### config.mk
export PLATFORM = sky130hd
export DESIGN_NAME = uart_phy
export DESIGN_NICKNAME = d
export VERILOG_FILES = /design/src/rtl/uart_pkg.sv /design/src/rtl/uart_phy_baud_timer.sv /design/src/rtl/uart_phy.sv
export SDC_FILE = /design/constraint.sdc
export NUM_CORES = 1
export LEC_CHECK = 0
export CORE_ASPECT_RATIO = 2
export CORE_UTILIZATION = 54
export DETAILED_ROUTE_END_ITERATION = 8
export PLACE_DENSITY = 0.79
export REMOVE_ABC_BUFFERS = 1
export SLEW_MARGIN = 0
export SYNTH_ARGS = -nofsm -noshare
export SYNTH_HDL_FRONTEND = slang
export SYNTH_SLANG_ARGS = --single-unit
### constraint.sdc
create_clock -name clk50MHz -period 2.9 [get_ports clk50MHz]
set_input_delay 0.435 -clock clk50MHz [delete_from_list [all_inputs] [get_ports clk50MHz]]
set_output_delay 0.435 -clock clk50MHz [all_outputs]
set_load 0.1 [all_outputs]
### src/rtl/uart_pkg.sv
// uart_pkg: shared definitions for the 8N1 UART PHY.
//   - 2-bit RX/TX FSM state encodings
//   - 8N1 frame constants and the default line rate
package uart_pkg;

  localparam int DATA_BITS    = 8;
  localparam int FRAME_BITS   = 10;     // start + 8 data + stop
  localparam int DEFAULT_BAUD = 115200;

  typedef enum logic [1:0] {
    RX_IDLE  = 2'd0,
    RX_START = 2'd1,
    RX_DATA  = 2'd2,
    RX_STOP  = 2'd3
  } rx_state_t;

  typedef enum logic [1:0] {
    TX_IDLE  = 2'd0,
    TX_START = 2'd1,
    TX_DATA  = 2'd2,
    TX_STOP  = 2'd3
  } tx_state_t;

endpackage

### src/rtl/uart_phy_baud_timer.sv
// baud_timer: loadable bit-period down-counter shared by the RX and TX paths.
// Ports:
//   clk50MHz  system clock
//   rst       synchronous active-high reset (counter clears)
//   load      load CLKS_PER_BIT-1, or CLKS_PER_BIT/2-1 when half=1
//   half      select the half-period load (RX start-bit centring)
//   en        count enable; tick is only produced while enabled
//   tick      1-cycle pulse in the cycle the counter sits at 0; it reloads
//             the full period on that same edge
module baud_timer #(
  parameter int CLKS_PER_BIT = 434
) (
  input  logic clk50MHz,
  input  logic rst,
  input  logic load,
  input  logic half,
  input  logic en,
  output logic tick
);

  localparam int W = $clog2(CLKS_PER_BIT);
  localparam logic [W-1:0] FULL_M1 = W'(CLKS_PER_BIT - 1);
  localparam logic [W-1:0] HALF_M1 = W'(CLKS_PER_BIT / 2 - 1);

  logic [W-1:0] cnt;

  assign tick = en && (cnt == '0);

  always_ff @(posedge clk50MHz) begin
    if (rst)
      cnt <= '0;
    else if (load)
      cnt <= half ? HALF_M1 : FULL_M1;
    else if (en)
      cnt <= (cnt == '0) ? FULL_M1 : cnt - 1'b1;
  end

endmodule

### src/rtl/uart_phy.sv
// uart_phy: 8N1 UART transceiver on the 50 MHz system clock.
// Ports:
//   clk50MHz        system clock
//   rst             synchronous active-high reset
//   rx              asynchronous serial input (idle high)
//   tx              serial output (idle high)
//   data_out        last received byte, held until the next good byte
//   data_out_valid  1-cycle pulse when data_out updates
//   data_in         byte to transmit, captured on acceptance
//   data_in_valid   transmit request, accepted when !busy
//   busy            transmitter occupied (10 bit periods per frame)
//   frame_err       1-cycle pulse on a bad stop bit (UART_FRAMING_CHECK_EN only)
// Build option: define UART_FRAMING_CHECK_EN to drop bytes with a bad stop
// bit and report them on frame_err; otherwise every byte is delivered.
module uart_phy import uart_pkg::*; #(
  parameter int CLK_FREQ     = 50000000,
  parameter int BAUD         = DEFAULT_BAUD,
  parameter int CLKS_PER_BIT = CLK_FREQ / BAUD
) (
  input  logic       clk50MHz,
  input  logic       rst,
  input  logic       rx,
  output logic       tx,
  output logic [7:0] data_out,
  output logic       data_out_valid,
  input  logic [7:0] data_in,
  input  logic       data_in_valid,
  output logic       busy
`ifdef UART_FRAMING_CHECK_EN
  ,
  output logic       frame_err
`endif
);

  localparam int RXT = 0;
  localparam int TXT = 1;
  localparam logic [2:0] LAST_BIT = 3'(DATA_BITS - 1);

  // one bit-period timer per direction
  logic [1:0] bt_load, bt_half, bt_en, bt_tick;

  for (genvar i = 0; i < 2; i++) begin : g_bt
    baud_timer #(.CLKS_PER_BIT(CLKS_PER_BIT)) u_bt (
      .clk50MHz (clk50MHz),
      .rst      (rst),
      .load     (bt_load[i]),
      .half     (bt_half[i]),
      .en       (bt_en[i]),
      .tick     (bt_tick[i])
    );
  end

  // ---------------- RX ----------------
  // 2-flop synchronizer plus one history flop for edge detect; all reset
  // to the idle level so reset release never looks like a start edge.
  logic [1:0] rx_sync;
  logic       rx_prev;
  logic       rx_s, rx_fall, rx_arm;

  always_ff @(posedge clk50MHz) begin
    if (rst) begin
      rx_sync <= 2'b11;
      rx_prev <= 1'b1;
    end else begin
      rx_sync <= {rx_sync[0], rx};
      rx_prev <= rx_sync[1];
    end
  end

  assign rx_s    = rx_sync[1];
  assign rx_fall = rx_prev & ~rx_s;

  rx_state_t  rx_st;
  logic [2:0] rx_idx;
  logic [7:0] rx_sh;

`ifdef UART_FRAMING_CHECK_EN
  // after a framing error, stay disarmed until the line is seen high again
  logic rx_hold;
  assign rx_arm = rx_fall && !rx_hold;
`else
  assign rx_arm = rx_fall;
`endif

  assign bt_load[RXT] = (rx_st == RX_IDLE) && rx_arm;
  assign bt_half[RXT] = 1'b1;   // first wait lands mid start bit
  assign bt_en[RXT]   = (rx_st != RX_IDLE);

  always_ff @(posedge clk50MHz) begin
    if (rst) begin
      rx_st          <= RX_IDLE;
      rx_idx         <= '0;
      rx_sh          <= '0;
      data_out       <= '0;
      data_out_valid <= 1'b0;
`ifdef UART_FRAMING_CHECK_EN
      frame_err      <= 1'b0;
      rx_hold        <= 1'b0;
`endif
    end else begin
      data_out_valid <= 1'b0;
`ifdef UART_FRAMING_CHECK_EN
      frame_err      <= 1'b0;
      if (rx_st == RX_IDLE && rx_s) rx_hold <= 1'b0;
`endif
      case (rx_st)
        RX_IDLE:
          if (rx_arm) rx_st <= RX_START;
        RX_START:
          if (bt_tick[RXT]) begin
            if (rx_s) rx_st <= RX_IDLE;       // too short: glitch
            else begin
              rx_st  <= RX_DATA;
              rx_idx <= '0;
            end
          end
        RX_DATA:
          if (bt_tick[RXT]) begin
            rx_sh  <= {rx_s, rx_sh[7:1]};     // LSB arrives first
            rx_idx <= rx_idx + 3'd1;
            if (rx_idx == LAST_BIT) rx_st <= RX_STOP;
          end
        RX_STOP:
          if (bt_tick[RXT]) begin
            rx_st <= RX_IDLE;
`ifdef UART_FRAMING_CHECK_EN
            if (!rx_s) begin
              frame_err <= 1'b1;
              rx_hold   <= 1'b1;
            end else begin
              data_out       <= rx_sh;
              data_out_valid <= 1'b1;
            end
`else
            data_out       <= rx_sh;
            data_out_valid <= 1'b1;
`endif
          end
        default: rx_st <= RX_IDLE;
      endcase
    end
  end

  // ---------------- TX ----------------
  // busy mirrors tx_st != TX_IDLE but is kept as its own register so the
  // output is flop-driven.
  tx_state_t  tx_st;
  logic [2:0] tx_idx;
  logic [7:0] tx_sh;
  logic       tx_go;

  assign tx_go        = data_in_valid && !busy;
  assign bt_load[TXT] = tx_go;
  assign bt_half[TXT] = 1'b0;
  assign bt_en[TXT]   = (tx_st != TX_IDLE);

  always_ff @(posedge clk50MHz) begin
    if (rst) begin
      tx_st  <= TX_IDLE;
      tx_idx <= '0;
      tx_sh  <= '0;
      tx     <= 1'b1;
      busy   <= 1'b0;
    end else begin
      case (tx_st)
        TX_IDLE:
          if (tx_go) begin
            tx_st  <= TX_START;
            tx_sh  <= data_in;
            tx_idx <= '0;
            tx     <= 1'b0;
            busy   <= 1'b1;
          end
        TX_START:
          if (bt_tick[TXT]) begin
            tx_st <= TX_DATA;
            tx    <= tx_sh[0];
            tx_sh <= {1'b0, tx_sh[7:1]};
          end
        TX_DATA:
          if (bt_tick[TXT]) begin
            if (tx_idx == LAST_BIT) begin
              tx_st <= TX_STOP;
              tx    <= 1'b1;
            end else begin
              tx     <= tx_sh[0];
              tx_sh  <= {1'b0, tx_sh[7:1]};
              tx_idx <= tx_idx + 3'd1;
            end
          end
        TX_STOP:
          if (bt_tick[TXT]) begin
            tx_st <= TX_IDLE;
            tx    <= 1'b1;
            busy  <= 1'b0;
          end
        default: tx_st <= TX_IDLE;
      endcase
    end
  end

endmodule
==> impl_metrics.csv <==
group,metric,value,unit
cts,deepest_level_of_the_cts_h_tree,3,
synth,syn-cell-area,0.00273,mm^2
power_and_ir_drop,net-switching-power,993,uW
routing,detailedRoute.firstIterationViolations,38,
cts,cts.path.max_buffers,2,
layout,drive_above_1_share,17.4,%
die,fp.dieW,52.2,um
worst_setup_path,r2r-end,"tx_idx[0]$_SDFFE_PP0P_",
place,gp_congestion,0.898,
worst_setup_path,path_max_fanout,13,
layout,stdcell_count,373,
cts,clkLatencyLatePin,0.34,ns
worst_setup_path,timing.reg2reg.setup_slack,0.60,ns
power_and_ir_drop,power-per-cell-area,891,mW/mm^2
cts,cts_made_buffers,9,
cts,numClockSinks,58,
synth,yosys-top-cells-count,"sky130_fd_sc_hd__dfxtp_1 (58), sky130_fd_sc_hd__nor2_1 (34), sky130_fd_sc_hd__a21oi_1 (23)",
routing,remaining_drc_errors,0,
worst_setup_path,crit_family,"simple AND/OR/NAND/NOR gates",
place,cell_count_after_placement,357,
worst_setup_path,r2r.worst_path.cells,6,
global_route,use_met1,23.1,%
timing,post-route-period-util,79.2,%
synth,synthArstFlopShare,0,%
worst_setup_path,timing.critical_path.cells,"inv_1, ha_1, nor3b_1, nand3_1, nor3_1, mux2_2",
power_and_ir_drop,p_int,1.83,mW
die,die_area,0.00535,mm^2
synth,post_synth.cell_area_avg,9.53,um^2
power_and_ir_drop,switching_share,35.2,%
cts,tritoncts_clock_tree,"done",
synth,synth.yosys.seq_area_share,42.6,%
global_route,groute.layer.met2.usage,38.1,%
synth,ys_types,52,
place,port_buffers,22,
global_route,grt.met3_usage,6.85,%
worst_setup_path,timing.critical_path.from_type,"register",
synth,synth.most_common_cell,"sky130_fd_sc_hd__dfxtp_1",
routing,drtAntennaViolNets,0,
timing,worst_clock_skew,0.00759,ns
timing,unrepaired_setup_endpoints_after_global_routing,"false",
worst_setup_path,crit_path_top_delay_cell,"sky130_fd_sc_hd__nor3b_1",
worst_hold_path,hp-class,"register to register",
outcome,run_status,"finished, final reports clean",
cts,path_clk_slew,0.07,ns
routing,wire_per_inst,13.8,um
timing,timing.slew.headroom,45.7,%
place,postPlaceCellArea,0.00295,mm^2
global_route,wire_length_of_the_first_global_routing_pass,8610,um
synth,yosys_most_used_dff,"sky130_fd_sc_hd__dfxtp_1",
routing,detailroute.via_count,2135,
routing,detail_route.wirelength,5160,um
cts,root_buffer,"sky130_fd_sc_hd__clkbuf_8",
timing,timing_max_transition_violations_final,0,
die,initial_utilization,56.0,%
worst_setup_path,worst_ep_required_time,3.18,ns
worst_setup_path,timing_worst_setup_path_type,"register to register",
die,core,0.00486,mm^2
synth,post_synthesis_cell_count,286,
timing,setup-violations-final,0,
timing,worstMarginPinSlew,0.811,ns
global_route,number_of_antenna_violations_at_the_first_check_in_global_routing,0,
worst_setup_path,crit_buf_inv,1,
power_and_ir_drop,power.ir.vdd_worst,556,uV
timing,final.min_clock_period,2.30,ns
layout,layout.core_utilization,65.1,%
power_and_ir_drop,power_frac_seq,36.2,%
global_route,grt_start_max_net_pins,21,
layout,antenna-diode-count,0,
routing,detailed_route_vias_per_instance,5.72,
cts,cts.repair.resized,0,
worst_setup_path,critical_path.reg2reg.startpoint,"tx_st[0]$_SDFFE_PP0P_",
worst_setup_path,end_kind,"register",
synth,synth_largest_type_area_fraction,42.6,%
power_and_ir_drop,combinationalPowerShare,35.3,%
worst_hold_path,holdCritStartpoint,"rx_sync[0]$_SDFF_PP1_",
worst_setup_path,worstPathArrival,2.58,ns
die,floorplan.die.height,102,um
worst_hold_path,worst_hold_path.num_cells,1,
global_route,grtUsageTotal,22.0,%
power_and_ir_drop,clockPowerShare,28.6,%
timing,fmaxAchievable,0.435,GHz
timing,hold_violations,0,
global_route,grt_most_used_layer,"met2",
layout,finish.net_count,334,
synth,synth_top_area_cell,"sky130_fd_sc_hd__dfxtp_1",
cts,postCtsSetupBuffers,0,
die,rows,36,
power_and_ir_drop,total_leakage_power,1.31,nW
global_route,grt_pass1_vias,2034,
worst_hold_path,worst_hold_path.endpoint,"rx_sync[1]$_SDFF_PP1_",
die,ioPinCount,23,
worst_setup_path,cp_slowest_stage_delay,0.50,ns
timing,setup-tns-final,0,ns
synth,synth-seq-cells,58,
cts,cts_hold_buf,0,
place,hpwlAfterDp,3630,um
routing,drt-pass1-iter-count,4,
synth,synth_edf_count,0,
flow_run,timing.max_cap.violations,0,
layout,fillerInstances,419,
global_route,remaining_global_route_overflow,0,
layout,layout.cell_area.non_filler,0.00317,mm^2
synth,netlist_top_cells_area,"sky130_fd_sc_hd__dfxtp_1 (43%), sky130_fd_sc_hd__mux2i_1 (6.6%), sky130_fd_sc_hd__ha_1 (5.1%)",
layout,area_delta_synth_final,16.2,%
synth,yosys_warnings,0,
-- kinds of logic after synthesis --
| family | count (synthesis) | synth area share [%] |
|---|---|---|
| and+or+nand+nor | 90 | 17.9 |
| adders and majority gates | 11 | 5.05 |
| buffers and inverters | 31 | 5.51 |
| xor gates and xnor gates | 8 | 2.57 |
| DFF | 58 | 42.6 |
| muxes | 28 | 10.7 |
| AOI/OAI and AO/OA | 60 | 15.6 |
-- layout by cell type (no fill, tap or decap), types with 3 or more instances in the layout --
cell,netlist,final
sky130_fd_sc_hd__a21oi_1,23,23
sky130_fd_sc_hd__nor2b_1,3,3
sky130_fd_sc_hd__or4_1,4,4
sky130_fd_sc_hd__ha_1,11,11
sky130_fd_sc_hd__and2_1,3,3
sky130_fd_sc_hd__clkbuf_8,0,9
sky130_fd_sc_hd__nor2_1,34,34
sky130_fd_sc_hd__a311oi_1,8,8
sky130_fd_sc_hd__nand3_1,3,3
sky130_fd_sc_hd__inv_1,17,17
sky130_fd_sc_hd__xor2_1,4,4
sky130_fd_sc_hd__a211oi_1,6,6
sky130_fd_sc_hd__nand2_1,9,9
sky130_fd_sc_hd__mux2i_1,18,18
sky130_fd_sc_hd__nor3_1,12,12
sky130_fd_sc_hd__clkdlybuf4s50_1,0,11
sky130_fd_sc_hd__dfxtp_1,58,58
sky130_fd_sc_hd__a22o_1,4,4
sky130_fd_sc_hd__buf_4,2,17
sky130_fd_sc_hd__mux2_2,10,10
sky130_fd_sc_hd__or2_2,5,5
sky130_fd_sc_hd__xnor2_1,4,4
-- sequential cells by signal (all words and copies together) (netlist names), named ones only --
register / cells
data_out_valid: 1
tx_sh: 8
tx_idx: 3
busy: 1
rx_sh: 8
g_bt.u_bt.cnt: 18
rx_idx: 3
rx_st: 1
data_out: 8
rx_prev: 1
rx_sync: 2
tx: 1
tx_st: 2
-- how the worst max path moves through the flow --
stage | slack, ns | cells after the start | end | from
finish | 0.60 | 6 | tx_idx[0]$_SDFFE_PP0P_ | tx_st[0]$_SDFFE_PP0P_
global route | 0.36 | 6 | tx_idx[2]$_SDFFE_PP0P_ | tx_st[0]$_SDFFE_PP0P_
CTS | 0.61 | 6 | tx_idx[0]$_SDFFE_PP0P_ | tx_st[0]$_SDFFE_PP0P_
detailed placement | 0.66 | 6 | tx_idx[0]$_SDFFE_PP0P_ | tx_st[0]$_SDFFE_PP0P_
global placement | 0.78 | 6 | tx_idx[0]$_SDFFE_PP0P_ | tx_st[0]$_SDFFE_PP0P_
floorplan | 0.54 | 4 | tx_st[1]$_SDFFE_PP0P_ | busy$_SDFFE_PP0P_
-- through the flow --
stage,hold WS (ns),power [mW],setup WS [ns]
2_1_floorplan,0.389,1.80,0.541
3_3_place_gp,0.394,2.00,0.779
3_5_place_dp,0.402,2.02,0.657
4_1_cts,0.419,2.84,0.607
5_1_grt,0.443,2.99,0.363
6_report,0.414,2.82,0.602
-- power by group through the flow --
stage | Sequential (mW) | Combinational [mW] | Clock (mW)
2_1_floorplan | 1.08 | 0.712 | 0
4_1_cts | 1.02 | 0.994 | 0.825
5_1_grt | 1.03 | 1.10 | 0.859
3_3_place_gp | 1.03 | 0.973 | 0
6_report | 1.02 | 0.994 | 0.805
3_5_place_dp | 1.04 | 0.986 | 0
-- metal layers --
metal | vias to the layer above | routed length, um
met5 | - | 0
met4 | 0 | 105
met3 | 11 | 164
met2 | 28 | 2820
met1 | 1015 | 2080
li1 | 1081 | -
-- area by class of cell --
type	count	area, um^2	area share [%]
clock buffers	9	124	3.91
clock inverters	7	93.8	2.96
inverters	17	63.8	2.02
multi-input cells	197	1410	44.7
flip-flops and latches	58	1160	36.7
well taps	57	71.3	2.25
repair buffers	28	238	7.51
-- worst register-to-register path, cell delays in order, from the launching register on --
cell	delay, ns
sky130_fd_sc_hd__dfxtp_1	0.37
sky130_fd_sc_hd__inv_1	0.09
sky130_fd_sc_hd__ha_1	0.37
sky130_fd_sc_hd__nor3b_1	0.50
sky130_fd_sc_hd__nand3_1	0.29
sky130_fd_sc_hd__nor3_1	0.40
sky130_fd_sc_hd__mux2_2	0.22
Note: power is estimated with default switching activity, not from simulation.
